File: src/rtl/mux_stream_rr_pkg.sv
// Shared constants and width helper for the round-robin stream multiplexer.
package mux_pkg;

  localparam logic MODE_FIXED = 1'b0;
  localparam logic MODE_RR    = 1'b1;

  // Channel-index width; never below 1 so a port vector always exists.
  function automatic int calc_sw(input int n);
    return (n > 1) ? $clog2(n) : 1;
  endfunction

endpackage

File: src/rtl/mux_stream_rr_if.sv
// Stream bus between the input channels, the multiplexer and the downstream sink.
interface mux_stream_rr_if #(
  parameter int NCH = 8,
  parameter int W   = 8
);
  import mux_pkg::*;
  localparam int SW = calc_sw(NCH);

  logic [NCH-1:0]        in_valid;
  logic [NCH-1:0][W-1:0] in_data;
  logic [NCH-1:0]        in_ready;
  logic                  out_valid;
  logic [W-1:0]          out_data;
  logic [SW-1:0]         out_ch;
  logic                  out_ready;

  modport master (
    output in_valid, in_data, out_ready,
    input  in_ready, out_valid, out_data, out_ch
  );

  modport slave (
    input  in_valid, in_data, out_ready,
    output in_ready, out_valid, out_data, out_ch
  );
endinterface

File: src/rtl/mux_stream_rr_arbiter.sv
// Round-robin search: first requester strictly after ptr, wrapping at NCH-1.
module rr_arbiter
  import mux_pkg::*;
#(
  parameter int NCH = 8,
  parameter int SW  = calc_sw(NCH)
) (
  input  logic [NCH-1:0] req,
  input  logic [SW-1:0]  ptr,
  output logic [NCH-1:0] gnt,
  output logic [SW-1:0]  idx
);

  logic [SW-1:0] w_k;
  logic          w_found;

  always_comb begin
    gnt     = '0;
    idx     = '0;
    w_found = 1'b0;
    w_k     = '0;
    // ptr itself is visited last (i == NCH), giving it lowest priority.
    for (int i = 1; i <= NCH; i++) begin
      w_k = SW'((int'(ptr) + i) % NCH);
      if (!w_found && req[w_k]) begin
        w_found  = 1'b1;
        gnt[w_k] = 1'b1;
        idx      = w_k;
      end
    end
  end

endmodule

File: src/rtl/mux_stream_rr.sv
// N-channel stream multiplexer, fixed-select or round-robin, single output register.
module mux_stream_rr
  import mux_pkg::*;
#(
  parameter int NCH = 8,
  parameter int W   = 8
) (
  input  logic                     clk,
  input  logic                     rst_n,
  input  logic                     E,
  input  logic                     mode,
  input  logic [calc_sw(NCH)-1:0]  s,
  mux_stream_rr_if.slave           bus
);

  localparam int SW = calc_sw(NCH);

  logic          r_valid;
  logic [W-1:0]  r_data;
  logic [SW-1:0] r_ch;
  logic [SW-1:0] r_ptr;

  logic [NCH-1:0] w_rr_gnt;
  logic [SW-1:0]  w_rr_idx;
  logic           w_fix_ok;
  logic           w_sel_ok;
  logic [SW-1:0]  w_sel_idx;
  logic [W-1:0]   w_sel_data;
  logic           w_out_xfer;
  logic           w_in_xfer;
  logic [NCH-1:0] w_rdy;

  rr_arbiter #(.NCH(NCH), .SW(SW)) u_arb (
    .req (bus.in_valid),
    .ptr (r_ptr),
    .gnt (w_rr_gnt),
    .idx (w_rr_idx)
  );

  // Out-of-range s grants nothing; the bound check also guards the in_valid index.
  assign w_fix_ok   = (int'(s) < NCH) && bus.in_valid[s];
  assign w_sel_ok   = (mode == MODE_RR) ? |w_rr_gnt : w_fix_ok;
  assign w_sel_idx  = (mode == MODE_RR) ? w_rr_idx : s;
  assign w_sel_data = bus.in_data[w_sel_idx];

  assign w_out_xfer = r_valid && bus.out_ready;
  // rst_n gates the grant so in_ready stays low throughout reset.
  assign w_in_xfer  = rst_n && E && w_sel_ok && (!r_valid || bus.out_ready);

  for (genvar k = 0; k < NCH; k++) begin : g_rdy
    assign w_rdy[k] = w_in_xfer && (w_sel_idx == SW'(k));
  end

  assign bus.in_ready  = w_rdy;
  assign bus.out_valid = r_valid;
  assign bus.out_data  = r_data;
  assign bus.out_ch    = r_ch;

  always_ff @(posedge clk or negedge rst_n) begin
    if (!rst_n) begin
      r_valid <= 1'b0;
      r_data  <= '0;
      r_ch    <= '0;
      r_ptr   <= SW'(NCH - 1);
    end else begin
      if (w_in_xfer) begin
        r_valid <= 1'b1;
        r_data  <= w_sel_data;
        r_ch    <= w_sel_idx;
      end else if (w_out_xfer) begin
        r_valid <= 1'b0;
      end
      if (w_in_xfer && (mode == MODE_RR)) r_ptr <= w_rr_idx;
    end
  end

endmodule

File: src/flat_wrapper.sv
// flat-port wrapper written by rule: the top's interface ports become plain ports
module mux_stream_rr_flat import mux_pkg::*;
#(
  parameter int NCH = 8,
  parameter int W   = 8
)
  (clk, rst_n, E, mode, s, bus_in_valid, bus_in_data, bus_out_ready, bus_in_ready, bus_out_valid, bus_out_data, bus_out_ch);
  mux_stream_rr_if #(.NCH(NCH), .W(W)) bus_i ();
  input  logic clk;
  input  logic rst_n;
  input  logic E;
  input  logic mode;
  input  logic [calc_sw(NCH)-1:0] s;
  input wire logic [$bits(bus_i.in_valid)-1:0] bus_in_valid;
  input wire logic [$bits(bus_i.in_data)-1:0] bus_in_data;
  input wire logic [$bits(bus_i.out_ready)-1:0] bus_out_ready;
  output wire logic [$bits(bus_i.in_ready)-1:0] bus_in_ready;
  output wire logic [$bits(bus_i.out_valid)-1:0] bus_out_valid;
  output wire logic [$bits(bus_i.out_data)-1:0] bus_out_data;
  output wire logic [$bits(bus_i.out_ch)-1:0] bus_out_ch;
  assign bus_i.in_valid = bus_in_valid;
  assign bus_i.in_data = bus_in_data;
  assign bus_i.out_ready = bus_out_ready;
  assign bus_in_ready = bus_i.in_ready;
  assign bus_out_valid = bus_i.out_valid;
  assign bus_out_data = bus_i.out_data;
  assign bus_out_ch = bus_i.out_ch;
  mux_stream_rr #(.NCH(NCH), .W(W)) u_core (.clk(clk), .rst_n(rst_n), .E(E), .mode(mode), .s(s), .bus(bus_i));
endmodule
File: config.mk
export PLATFORM = sky130hd
export DESIGN_NAME = mux_stream_rr_flat
export DESIGN_NICKNAME = d
export VERILOG_FILES = /design/src/rtl/mux_stream_rr_pkg.sv /design/src/rtl/mux_stream_rr_if.sv /design/src/rtl/mux_stream_rr_arbiter.sv /design/src/rtl/mux_stream_rr.sv /design/src/flat_wrapper.sv
export SDC_FILE = /design/constraint.sdc
export NUM_CORES = 1
export LEC_CHECK = 0
export CAP_MARGIN = 20
export CORE_MARGIN = 5
export CORE_UTILIZATION = 36
export CTS_CLUSTER_SIZE = 20
export DETAILED_ROUTE_END_ITERATION = 10
export PLACE_DENSITY = 0.67
export SYNTH_ARGS = -nofsm -noshare
export SYNTH_HDL_FRONTEND = slang
export SYNTH_HIERARCHICAL = 1
export SYNTH_SLANG_ARGS = --single-unit
File: constraint.sdc
create_clock -name clk -period 7.3 [get_ports clk]
set_input_delay 1.095 -clock clk [delete_from_list [all_inputs] [get_ports clk]]
set_output_delay 1.095 -clock clk [all_outputs]
set_load 0.01 [all_outputs]
# Word level (Yosys, flattened, before mapping)
# Cells that the tools add are included.
[totals] register_bits=15 in_bits=80 output_inout_bits=20
[classes] addsub=8 order_cmp=18 n_eq_ne=7 mux=63 n_bitwise=7 n_reduce_logical=40
[op_table] cell="$mux W8" n=9
[op_table] cell="$or A8 B8 Y8" n=7
[op_table] cell="$lt A3 B4 Y1 const B" n=10
[op_table] cell="$logic_and A1 B1 Y1" n=28
[op_table] cell="$bmux W1 S3" n=9
[op_table] cell="$mux W1" n=27
[op_table] cell="$mux W3" n=9
[op_table] cell="$bmux W8 S3" n=1
[op_table] cell="$demux W1 S3" n=8
[op_table] cell="$ge A3 B1 Y1 const B" n=8
[op_table] cell="$add A3 B3 Y3 const B" n=4
[op_table] cell="$eq A3 B3 Y1 const B" n=4
[op_table] cell="$logic_not A1 Y1" n=8
[op_table] cell="$reduce_or A8 Y1" n=1
[op_table] cell="$add A3 B1 Y3 const B" n=2
[op_table] cell="$add A3 B2 Y3 const B" n=2
[op_table] cell="$eq A3 B2 Y1 const B" n=2
[op_table] cell="$eq A3 B1 Y1 const B" n=1
[op_table] cell="$logic_not A3 Y1" n=1
[op_table] cell="$reduce_bool A2 Y1" n=1
[op_table] cell="$logic_or A1 B1 Y1" n=1

# Depth between registers and ports, before layout
# Gate-level depths: netlist (run 1).
[depth] word_depth=30 mapped_depth=17 ltp_nobuf=12

# Modules after synthesis
# Netlist (run 1), hierarchy kept.
[modules_own_cells] module="mux_stream_rr" n_inst=1 cells_per_inst=158 area_per_inst_um2=1453.9
[modules_own_cells] module="rr_arbiter" n_inst=1 cells_per_inst=150 area_per_inst_um2=1303.8

# Least setup slack after synthesis (run 1)
# No wires, ideal clock.
[synth_path] kind="register to output" start="register u_core.r_ptr[0]" end="output bus_in_ready[5]" t_arrival_ns=4.257 required_time_ns=6.205 setup_slack_ns=1.948 path_stages_with_launch=17 path_buffers=4 cell_sequence="dfstp_2 > buf_6 > buf_12 > clkinv_1 > ha_1 > clkbuf_1 > mux4_2 > mux2_2 > nor4b_4 > a22o_1 > a221o_1 > a22o_1 > nor4_1 > a311o_1 > or2_4 > buf_6 > nor4_2"
[synth_via] elab_chain_len=30
[synth_lines] item="from (decl)" line_no="mux_stream_rr.sv:21" rtl="logic [SW-1:0] r_ptr;"
[synth_lines] item="from (signal assigned)" line_no="mux_stream_rr.sv:64" rtl="r_ptr <= SW'(NCH - 1);"
[synth_lines] item="from (signal assigned)" line_no="mux_stream_rr.sv:73" rtl="if (w_in_xfer && (mode == MODE_RR)) r_ptr <= w_rr_idx;"
[synth_lines] item="branches (longest 24 deep; another with $lt A3 B4 Y1)"
[synth_lines] item="$mux W8 *" line_no="mux_stream_rr_arbiter.sv:25" rtl="if (!w_found && req[w_k]) begin"
[synth_lines] item="named net u_core.w_rr_gnt[1]" line_no="mux_stream_rr.sv:23" rtl="logic [NCH-1:0] w_rr_gnt;"
[synth_lines] item="$reduce_or A8 Y1 *" line_no="mux_stream_rr.sv:42" rtl="assign w_sel_ok = (mode == MODE_RR) ? |w_rr_gnt : w_fix_ok;"
[synth_lines] item="$mux W1 *" line_no="mux_stream_rr.sv:42"
[synth_lines] item="$logic_and A1 B1 Y1 * (2 in a row)" line_no="mux_stream_rr.sv:48" rtl="assign w_in_xfer = rst_n && E && w_sel_ok && (!r_valid || bus.out_ready);"
[synth_lines] item="$logic_and A1 B1 Y1 *" line_no="mux_stream_rr.sv:51" rtl="assign w_rdy[k] = w_in_xfer && (w_sel_idx == SW'(k));"
[synth_lines] item="to (decl)" line_no="flat_wrapper.sv:17" rtl="output wire logic [$bits(bus_i.in_ready)-1:0] bus_in_ready;"
# Mark *: on every way through the listed nets, which the timed path passes. The select of a mux whose other input is x is not followed.

# Final worst setup path (run 1)
[layout_path] start="register u_core.r_ptr[1]" end="output bus_in_ready[0]"
# The elaborated chain is that of the path after synthesis.

==> metrics.csv, run 1 <==
metric,value,unit
Fmax achieved,0.151,GHz
Syn Area/Cell,8.95,sq um
leak pwr,1.45,nW
Min-Delay Path Class,flop to flop,
final wirelength,9700,um
Detailed Place HPWL,7540,um
# Post-CTS Setup Buffers,0,
Post-Syn Instances,308,
setup_tns,0,ns
Worst-Margin Slew,1.16,ns
clock slew at reported path FFs,0.07,ns
gr usage total,19.7,%
Reg area,379,sq um
placed cell count,494,
Pre-antenna DRT Iters,4,
Post-synth EDFFs,0,
clock skew,0.00162,ns
outcome,finished clean,
distinct cell type count after synthesis,64,
Crit Path Class,flop to output pin,
GPL Wtd Cong,0.916,
Die X,97.5,um
CP Capture Type,output pin,
Via density,5.93,
post-synth top area cell,mux2i_1,
core area,0.00761,sq mm
PostCTS Resize Cnt,0,
cell breakdown of the critical path,inv_1 > ha_1 > mux4_2 > nor2_1 > nand3_1 > nor3_2 > a221o_1 > o211a_1 > nor4_1 > a311o_1 > or2_4 > nor4_2 > clkdlybuf4s50_1,
fin area,0.00380,sq mm
period utilization,91.0,%
first-pass GRT wire length,15500,um
Post-Layout Cell Count,499,
H-tree Lvls,1,
fill count,718,
"Seq/Total Area, Yosys",13.7,%
async set-reset flop share out of synthesis,100,%
Crit-path slowest cell,ha_1,
wire per inst,19.4,um
minimum clock period,6.64,ns
IO Port Bufs,99,
final hold slack,0.510,ns
largest cells by area after synthesis,"mux2i_1 11%, dfrtp_1 11%, mux4_2 9.8%, nand2_1 7.5%, a32o_1 5.8%",
vias in the first global route,2885,
Starting DRT DRC Count,176,
Mapped Area,0.00276,sq mm
die area,0.00951,sq mm
initial antenna violation count,0,
pin count of the biggest net entering global routing,35,
share of cells above drive strength 1,13.4,%
cell row count,32,
Max-Cap Viols,0,
Worst EP arrival,5.55,ns
Vias,2960,
"Slew Viols, Final",0,
Synth top area share,11.3,%
slew margin rel.,22.5,%
Total Power,1.90,mW
root buffer cell,clkbuf_8,
dominant synthesized flop cell,dfrtp_1,
GRT overflow,0,
CP max FO,20,
VDD IR max,0.298,mV
area delta synth->final,38.0,%
Final Hold Violating Endpoints,0,
initial core utilization,36.3,%
CTS Sinks,15,
antenna cells,0,
Top Family by Delay on Critical Path,simple AND/OR/NAND/NOR gates,
Worst Path Buf+Inv,2,
worst skew pair latency,0.25,ns
total power per unit cell area,499,mW/mm^2
max incr delay on CP,0.80,ns
Max Buffers Root-to-Sink,2,
post-placement cell area,0.00375,sq mm
startpoint types,flop,
Ports,100,
synth warn,6,
Post-synth top cells,"55 x nand2_1, 31 x mux2i_1, 17 x o21ai_0, 16 x a32o_1",
setup violators final,0,
CP Data Required Time,6.20,ns
CTS Buf Count,3,
fin nets,484,
syn_nets,394,
CTS tree,done,
die extent in y,97.5,um
RSZ-0062 raised after global routing,false,
"count leader, synth",nand2_1,
"antenna viol nets, final",0,
Yosys reg bits,15,
area occupied by multi-input gates,0.00220,sq mm
hold buffers post-CTS,0,
DRC,0,
final cells by class:
type                       count  share of cell area [%]
clock buffer                   3                    1.09
clock inverter                 1                   0.132
inverter                      10                   0.987
multi-input combinational    265                    57.7
sequential                    15                    9.96
tap                          102                    3.35
timing repair buffer         103                    26.8
state kept, by name, indices dropped and copies added (netlist names):
name	cells
u_core/bus.out_data	8
u_core/bus.out_ch	3
u_core/bus.out_valid	1
u_core/r_ptr	3
cells by family after synthesis:
group                    Yosys count  share of synthesized area (%)
flip-flops                        15                           13.7
multiplexers                      56                           28.0
XOR/XNOR                           4                           1.27
AO/OA/AOI/OAI                     91                           27.1
buffers and inverters             28                           6.62
adder cells (fa/ha/maj)            6                           2.72
AND/OR/NAND/NOR                  108                           20.5
where the power goes:
part / switching, mW / total (mW) / leakage [nW] / internal, mW
sequential: 0.0464 / 0.177 / 0.179 / 0.131
combinational: 0.954 / 1.65 / 1.25 / 0.697
clock: 0.0321 / 0.0699 / 0.0255 / 0.0378
total: 1.03 / 1.90 / 1.45 / 0.866
tightest hold or removal path, cell delays in order (launching register included):
cell	delay (ns)
dfrtp_1	0.34
o21ai_0	0.07
o21ai_0	0.07
cells in the final DEF (no fill, tap or decap), types with 3 or more instances in the layout:
cell,n
clkdlybuf4s50_1,99
nand2_1,55
mux2i_1,31
o21ai_0,17
a32o_1,16
dfrtp_1,12
mux4_2,12
nor3_1,11
inv_1,8
o31ai_2,8
nor2_1,7
a22o_1,7
ha_1,6
nand2b_1,5
o22ai_1,5
nand3_1,5
mux2_2,5
a21oi_1,5
and2_1,4
nor4_2,4
mux2_1,4
clkbuf_8,3
nor4_1,3
o32ai_1,3
buf_4,3
dfstp_2,3
a2111oi_0,3
a31oi_1,3
final timing paths:
| path | startpoint | end | slack (ns) | cells after the start |
|---|---|---|---|---|
| max in group asynchronous | rst_n | u_core/r_ptr[0] | 5.88 | 2 |
| min in group asynchronous | rst_n | u_core/bus.out_ch[1] | 1.16 | 2 |
| worst min register to register | u_core/bus.out_ch[0] | u_core/bus.out_ch[0] | 0.51 | 2 |
| worst min-delay path | u_core/bus.out_ch[0] | u_core/bus.out_ch[0] | 0.51 | 2 |
| worst max-delay path | u_core/r_ptr[1] | bus_in_ready[0] | 0.66 | 13 |
| worst max register to register | u_core/r_ptr[1] | u_core/bus.out_ch[1] | 2.27 | 11 |
metal layers:
metal	share of wire (%)	GRT usage, %
met1	43	26.0
met2	46	32.8
met3	10	4.74
met4	1.0	3.73
met5	0	0
through the flow:
step           worst slack [ns]  utilization [%]
3_5_place_dp              0.811             49.3
3_3_place_gp              0.895             49.3
4_1_cts                   0.707             50.0
2_1_floorplan              1.95                -
5_1_grt                   0.345             50.0
6_report                  0.657             50.0
No activity file was read; power rests on OpenSTA's default activity.
==> run 2, diff against run 1 <==
==> constraint.sdc (replaced) <==
create_clock -name clk -period 7.3 [get_ports clk]
set_input_delay 0.73 -clock clk [delete_from_list [all_inputs] [get_ports clk]]
set_output_delay 0.73 -clock clk [all_outputs]
set_load 0.01 [all_outputs]
==> run 2 against run 1 <==
Clock power shrank 3.9%. Worst setup slack better by 0.36 ns. Sequential power is essentially flat. Routed wire length shrank 0.61%. Critical path depth unchanged. Non-clock buffer count did not move. First-iteration DRC count is 12% higher. Total power fell by 0.60%. Sequential cell count unchanged. Core utilization hardly changed. Cell count unchanged. Clock skew grew 0.0015 ns. Critical path type unchanged.
==> metrics.csv, run 2 (synthesis gave the netlist of run 1 again) <==
metric,value,unit
outcome,finished clean,
DRC,0,
Total Power,1.89,mW
"most common cell after layout, fill and taps aside",clkdlybuf4s50_1,
Die X,97.5,um
met1 Usage GRT,26.2,%
GPL Wtd Cong,0.914,
initial antenna violation count,0,
cell breakdown of the critical path,inv_1 > ha_1 > mux4_2 > nor2_1 > nand2_1 > nor4_1 > o32ai_1 > mux2i_1 > nor4_1 > a311o_1 > or2_4 > nor4_2 > clkdlybuf4s50_1,
gr usage total,19.2,%
clock skew,0.00313,ns
Via density,5.93,
clock slew at reported path FFs,0.06,ns
share of cells above drive strength 1,13.1,%
period utilization,86.1,%
CP Data Required Time,6.57,ns
Fmax achieved,0.159,GHz
GRT overflow,0,
Worst EP arrival,5.55,ns
cell row count,32,
fin nets,484,
Final Hold Violating Endpoints,0,
max incr delay on CP,0.77,ns
CP max FO,20,
sequential share of power,9.3,%
most used routing layer in global routing,met2,
initial core utilization,36.3,%
wire per inst,19.3,um
combinational power share,87.1,%
core area,0.00761,sq mm
CP Capture Type,output pin,
PostCTS Resize Cnt,0,
Crit-path slowest cell,ha_1,
IO Port Bufs,99,
pin count of the biggest net entering global routing,35,
area delta synth->final,37.9,%
CP most frequent cell,nor4_1,
RSZ-0062 raised after global routing,false,
Detailed Place HPWL,7600,um
Min-Delay Path Class,flop to flop,
CTS Sinks,15,
# Post-CTS Setup Buffers,0,
setup violators final,0,
leak pwr,1.45,nW
Starting DRT DRC Count,197,
Reg2Reg Depth,11,
switching power,1.02,mW
Pre-antenna DRT Iters,4,
startpoint types,flop,
met2 usage,31.4,%
VDD IR max,0.245,mV
total power per unit cell area,496,mW/mm^2
"antenna viol nets, final",0,
Max-Cap Viols,0,
Worst-Margin Slew,1.11,ns
Worst Hold Path Cells,2,
antenna cells,0,
Int Pwr,867,uW
hold buffers post-CTS,0,
"Slew Viols, Final",0,
proportion of power drawn by the clock network,3.6,%
Vias,2960,
H-tree Lvls,1,
met3 GRT Util,5.17,%
Largest register FFs,8,
final wirelength,9640,um
slew margin rel.,25.6,%
"commonest non-fill, non-tap cells in the layout","99 x clkdlybuf4s50_1, 55 x nand2_1, 31 x mux2i_1, 17 x o21ai_0, 16 x a32o_1",
die area,0.00951,sq mm
Net Sw Frac,54.1,%
Max Buffers Root-to-Sink,2,
CTS Buf Count,3,
setup_tns,0,ns
Ports,100,
minimum clock period,6.28,ns
final hold slack,0.513,ns
first-pass GRT wire length,15300,um
Crit Path Class,flop to output pin,
die extent in y,97.5,um
Worst Path Buf+Inv,2,
worst skew pair latency,0.24,ns
CTS tree,done,
vias in the first global route,2837,
critical path depth,13,
Top Family by Delay on Critical Path,simple AND/OR/NAND/NOR gates,
root buffer cell,clkbuf_8,
run 2: final cells by class:
cell class	count	area [sq um]
inverters	10	37.5
multi-input cells	265	2200
flip-flops and latches	15	379
clock buffers	4	45.0
repair buffers	103	1020
fillers	737	3800
well taps	102	128
run 2: final timing paths:
kind | startpoint | endpoint | slack, ns
worst max-delay path | u_core/r_ptr[1] | bus_in_ready[0] | 1.02
worst min-delay path | u_core/bus.out_ch[2] | u_core/bus.out_ch[2] | 0.51
worst max register to register | u_core/r_ptr[1] | u_core/bus.out_ch[1] | 2.35
worst min register to register | u_core/bus.out_ch[2] | u_core/bus.out_ch[2] | 0.51
max in group asynchronous | rst_n | u_core/r_ptr[1] | 6.24
min in group asynchronous | rst_n | u_core/bus.out_ch[1] | 0.80
run 2: through the flow:
| stage | instance area (sq um) | util [%] | instances | worst slack (ns) |
|---|---|---|---|---|
| floorplan | 2760 | - | 308 | 2.31 |
| global placement | 3750 | 49.3 | 494 | 1.52 |
| detailed placement | 3750 | 49.3 | 494 | 1.40 |
| CTS | 3800 | 49.9 | 498 | 1.10 |
| global route | 3800 | 50.0 | 499 | 0.745 |
| finish | 3800 | 50.0 | 499 | 1.02 |
run 2: per-layer routing:
metal	part of all wire (%)	wire length [um]	up-vias
met1	45	4300	1427
met3	8.4	807	6
met2	46	4480	118
met4	0.55	53	0
met5	0	0	-
li1	-	-	1409
run 2: worst min-delay path: stages, from the launching register on:
cell and delay, ns:
dfrtp_1 0.34, o21ai_0 0.07, o21ai_0 0.07
run 2: power by group through the flow:
stage	registers (mW)	clock network (mW)	logic (mW)
detailed placement	0.177	0	1.61
global route	0.182	0.0750	1.77
floorplan	0.170	0	1.26
CTS	0.176	0.0691	1.62
finish	0.176	0.0672	1.64
global placement	0.174	0	1.60
==> run 3, diff against run 2 <==
--- a/config.mk
+++ b/config.mk
@@ -10,7 +10,7 @@
 export CORE_UTILIZATION = 36
 export CTS_CLUSTER_SIZE = 20
 export DETAILED_ROUTE_END_ITERATION = 10
-export PLACE_DENSITY = 0.67
+export PLACE_DENSITY = 0.77
 export SYNTH_ARGS = -nofsm -noshare
 export SYNTH_HDL_FRONTEND = slang
 export SYNTH_HIERARCHICAL = 1
==> run 3 against run 2 <==
Sequential cell count unchanged. Core utilization down 0.16 points. Cell area down 0.33%. Highest routed layer unchanged. Clock power down 1%. Non-clock buffer count down 2.
==> metrics.csv, run 3 (synthesis gave the netlist of run 1 again) <==
metric,value,unit
first-pass GRT wire length,15700,um
gr usage total,19.9,%
leak pwr,1.44,nW
core area,0.00761,sq mm
worst skew pair latency,0.25,ns
Crit-path slowest cell,ha_1,
"most common cell after layout, fill and taps aside",clkdlybuf4s50_1,
minimum clock period,6.22,ns
fin area,0.00379,sq mm
Pre-antenna DRT Iters,5,
share of cells above drive strength 1,12.7,%
clock slew at reported path FFs,0.06,ns
CP max FO,20,
# Post-CTS Setup Buffers,0,
Largest register FFs,8,
final wirelength,9590,um
Worst-Margin Slew,1.15,ns
Total Power,1.88,mW
max incr delay on CP,0.80,ns
startpoint types,flop,
CP Capture Type,output pin,
GPL Wtd Cong,0.884,
setup violators final,0,
Final Hold Violating Endpoints,0,
"antenna viol nets, final",0,
die area,0.00951,sq mm
post-placement cell area,0.00375,sq mm
clock skew,0.00161,ns
Worst EP arrival,5.49,ns
Crit Path Class,flop to output pin,
setup_tns,0,ns
Die X,97.5,um
wire per inst,19.3,um
placed cell count,493,
final core utilization,49.8,%
Via density,6.11,
total power per unit cell area,495,mW/mm^2
GRT overflow,0,
Ports,100,
die extent in y,97.5,um
"Slew Viols, Final",0,
area delta synth->final,37.5,%
Max-Cap Viols,0,
slew margin rel.,23.2,%
CP Data Required Time,6.57,ns
PostCTS Resize Cnt,0,
"commonest non-fill, non-tap cells in the layout","99 x clkdlybuf4s50_1, 55 x nand2_1, 31 x mux2i_1, 17 x o21ai_0, 16 x a32o_1",
Starting DRT DRC Count,202,
hold buffers post-CTS,0,
Max Buffers Root-to-Sink,2,
outcome,finished clean,
cell row count,32,
Detailed Place HPWL,7590,um
cell breakdown of the critical path,inv_1 > ha_1 > mux4_2 > nor2_1 > nand2_1 > nor4_1 > nand2_1 > a31oi_1 > nor4_1 > a311o_1 > or2_4 > nor4_2 > clkdlybuf4s50_1,
fin nets,482,
VDD IR max,0.207,mV
Vias,3037,
CTS Buf Count,3,
period utilization,85.2,%
RSZ-0062 raised after global routing,false,
antenna cells,0,
Min-Delay Path Class,flop to flop,
initial antenna violation count,0,
root buffer cell,clkbuf_8,
vias in the first global route,2993,
CTS tree,done,
IO Port Bufs,99,
pin count of the biggest net entering global routing,35,
Post-Layout Cell Count,497,
Fmax achieved,0.161,GHz
H-tree Lvls,1,
DRC,0,
initial core utilization,36.3,%
CTS Sinks,15,
## run 3: routing by layer
layer | GRT usage, % | vias up | part of all wire (%)
met5 | 0 | - | 0
met1 | 24.9 | 1433 | 41
met3 | 4.09 | 20 | 9.2
li1 | - | 1403 | -
met2 | 33.9 | 181 | 48
met4 | 6.60 | 0 | 2.2
## run 3: worst max-delay path, delay by kind of cell, from the launching register on
kind / cells / cell delay, ns
flops: 1 / 0.72
mux: 1 / 0.46
compound gates: 2 / 0.69
fa+ha+maj: 1 / 0.80
simple gates: 7 / 1.77
buf+inv: 2 / 0.79
## run 3: area by class of cell
type,instances,area [sq um]
multi-input combinational,265,2200
fill,705,3820
clock buffer,4,45.0
sequential,15,379
tap,102,128
inverter,10,37.5
timing repair buffer,101,1010
## run 3: power by group
| group | internal (mW) | switching, mW |
|---|---|---|
| Clock | 0.0386 | 0.0277 |
| Sequential | 0.131 | 0.0516 |
| Combinational | 0.693 | 0.935 |
| Total | 0.863 | 1.01 |
## run 3: worst paths after layout
path | startpoint | end | slack (ns) | cells after the start
worst max-delay path | u_core/r_ptr[1] | bus_in_ready[5] | 1.08 | 13
min in group asynchronous | rst_n | u_core/bus.out_valid | 0.92 | 1
max in group asynchronous | rst_n | u_core/bus.out_ch[0] | 5.93 | 1
worst min register to register | u_core/bus.out_ch[1] | u_core/bus.out_ch[1] | 0.54 | 2
worst max register to register | u_core/r_ptr[1] | u_core/bus.out_ch[1] | 2.43 | 11
worst min-delay path | u_core/bus.out_ch[1] | u_core/bus.out_ch[1] | 0.54 | 2
## run 3: stage by stage
stage	hold WS (ns)	setup WS (ns)
detailed placement	0.532	1.39
global route	0.570	0.659
global placement	0.526	1.55
CTS	0.544	1.13
finish	0.538	1.08
floorplan	0.434	2.31
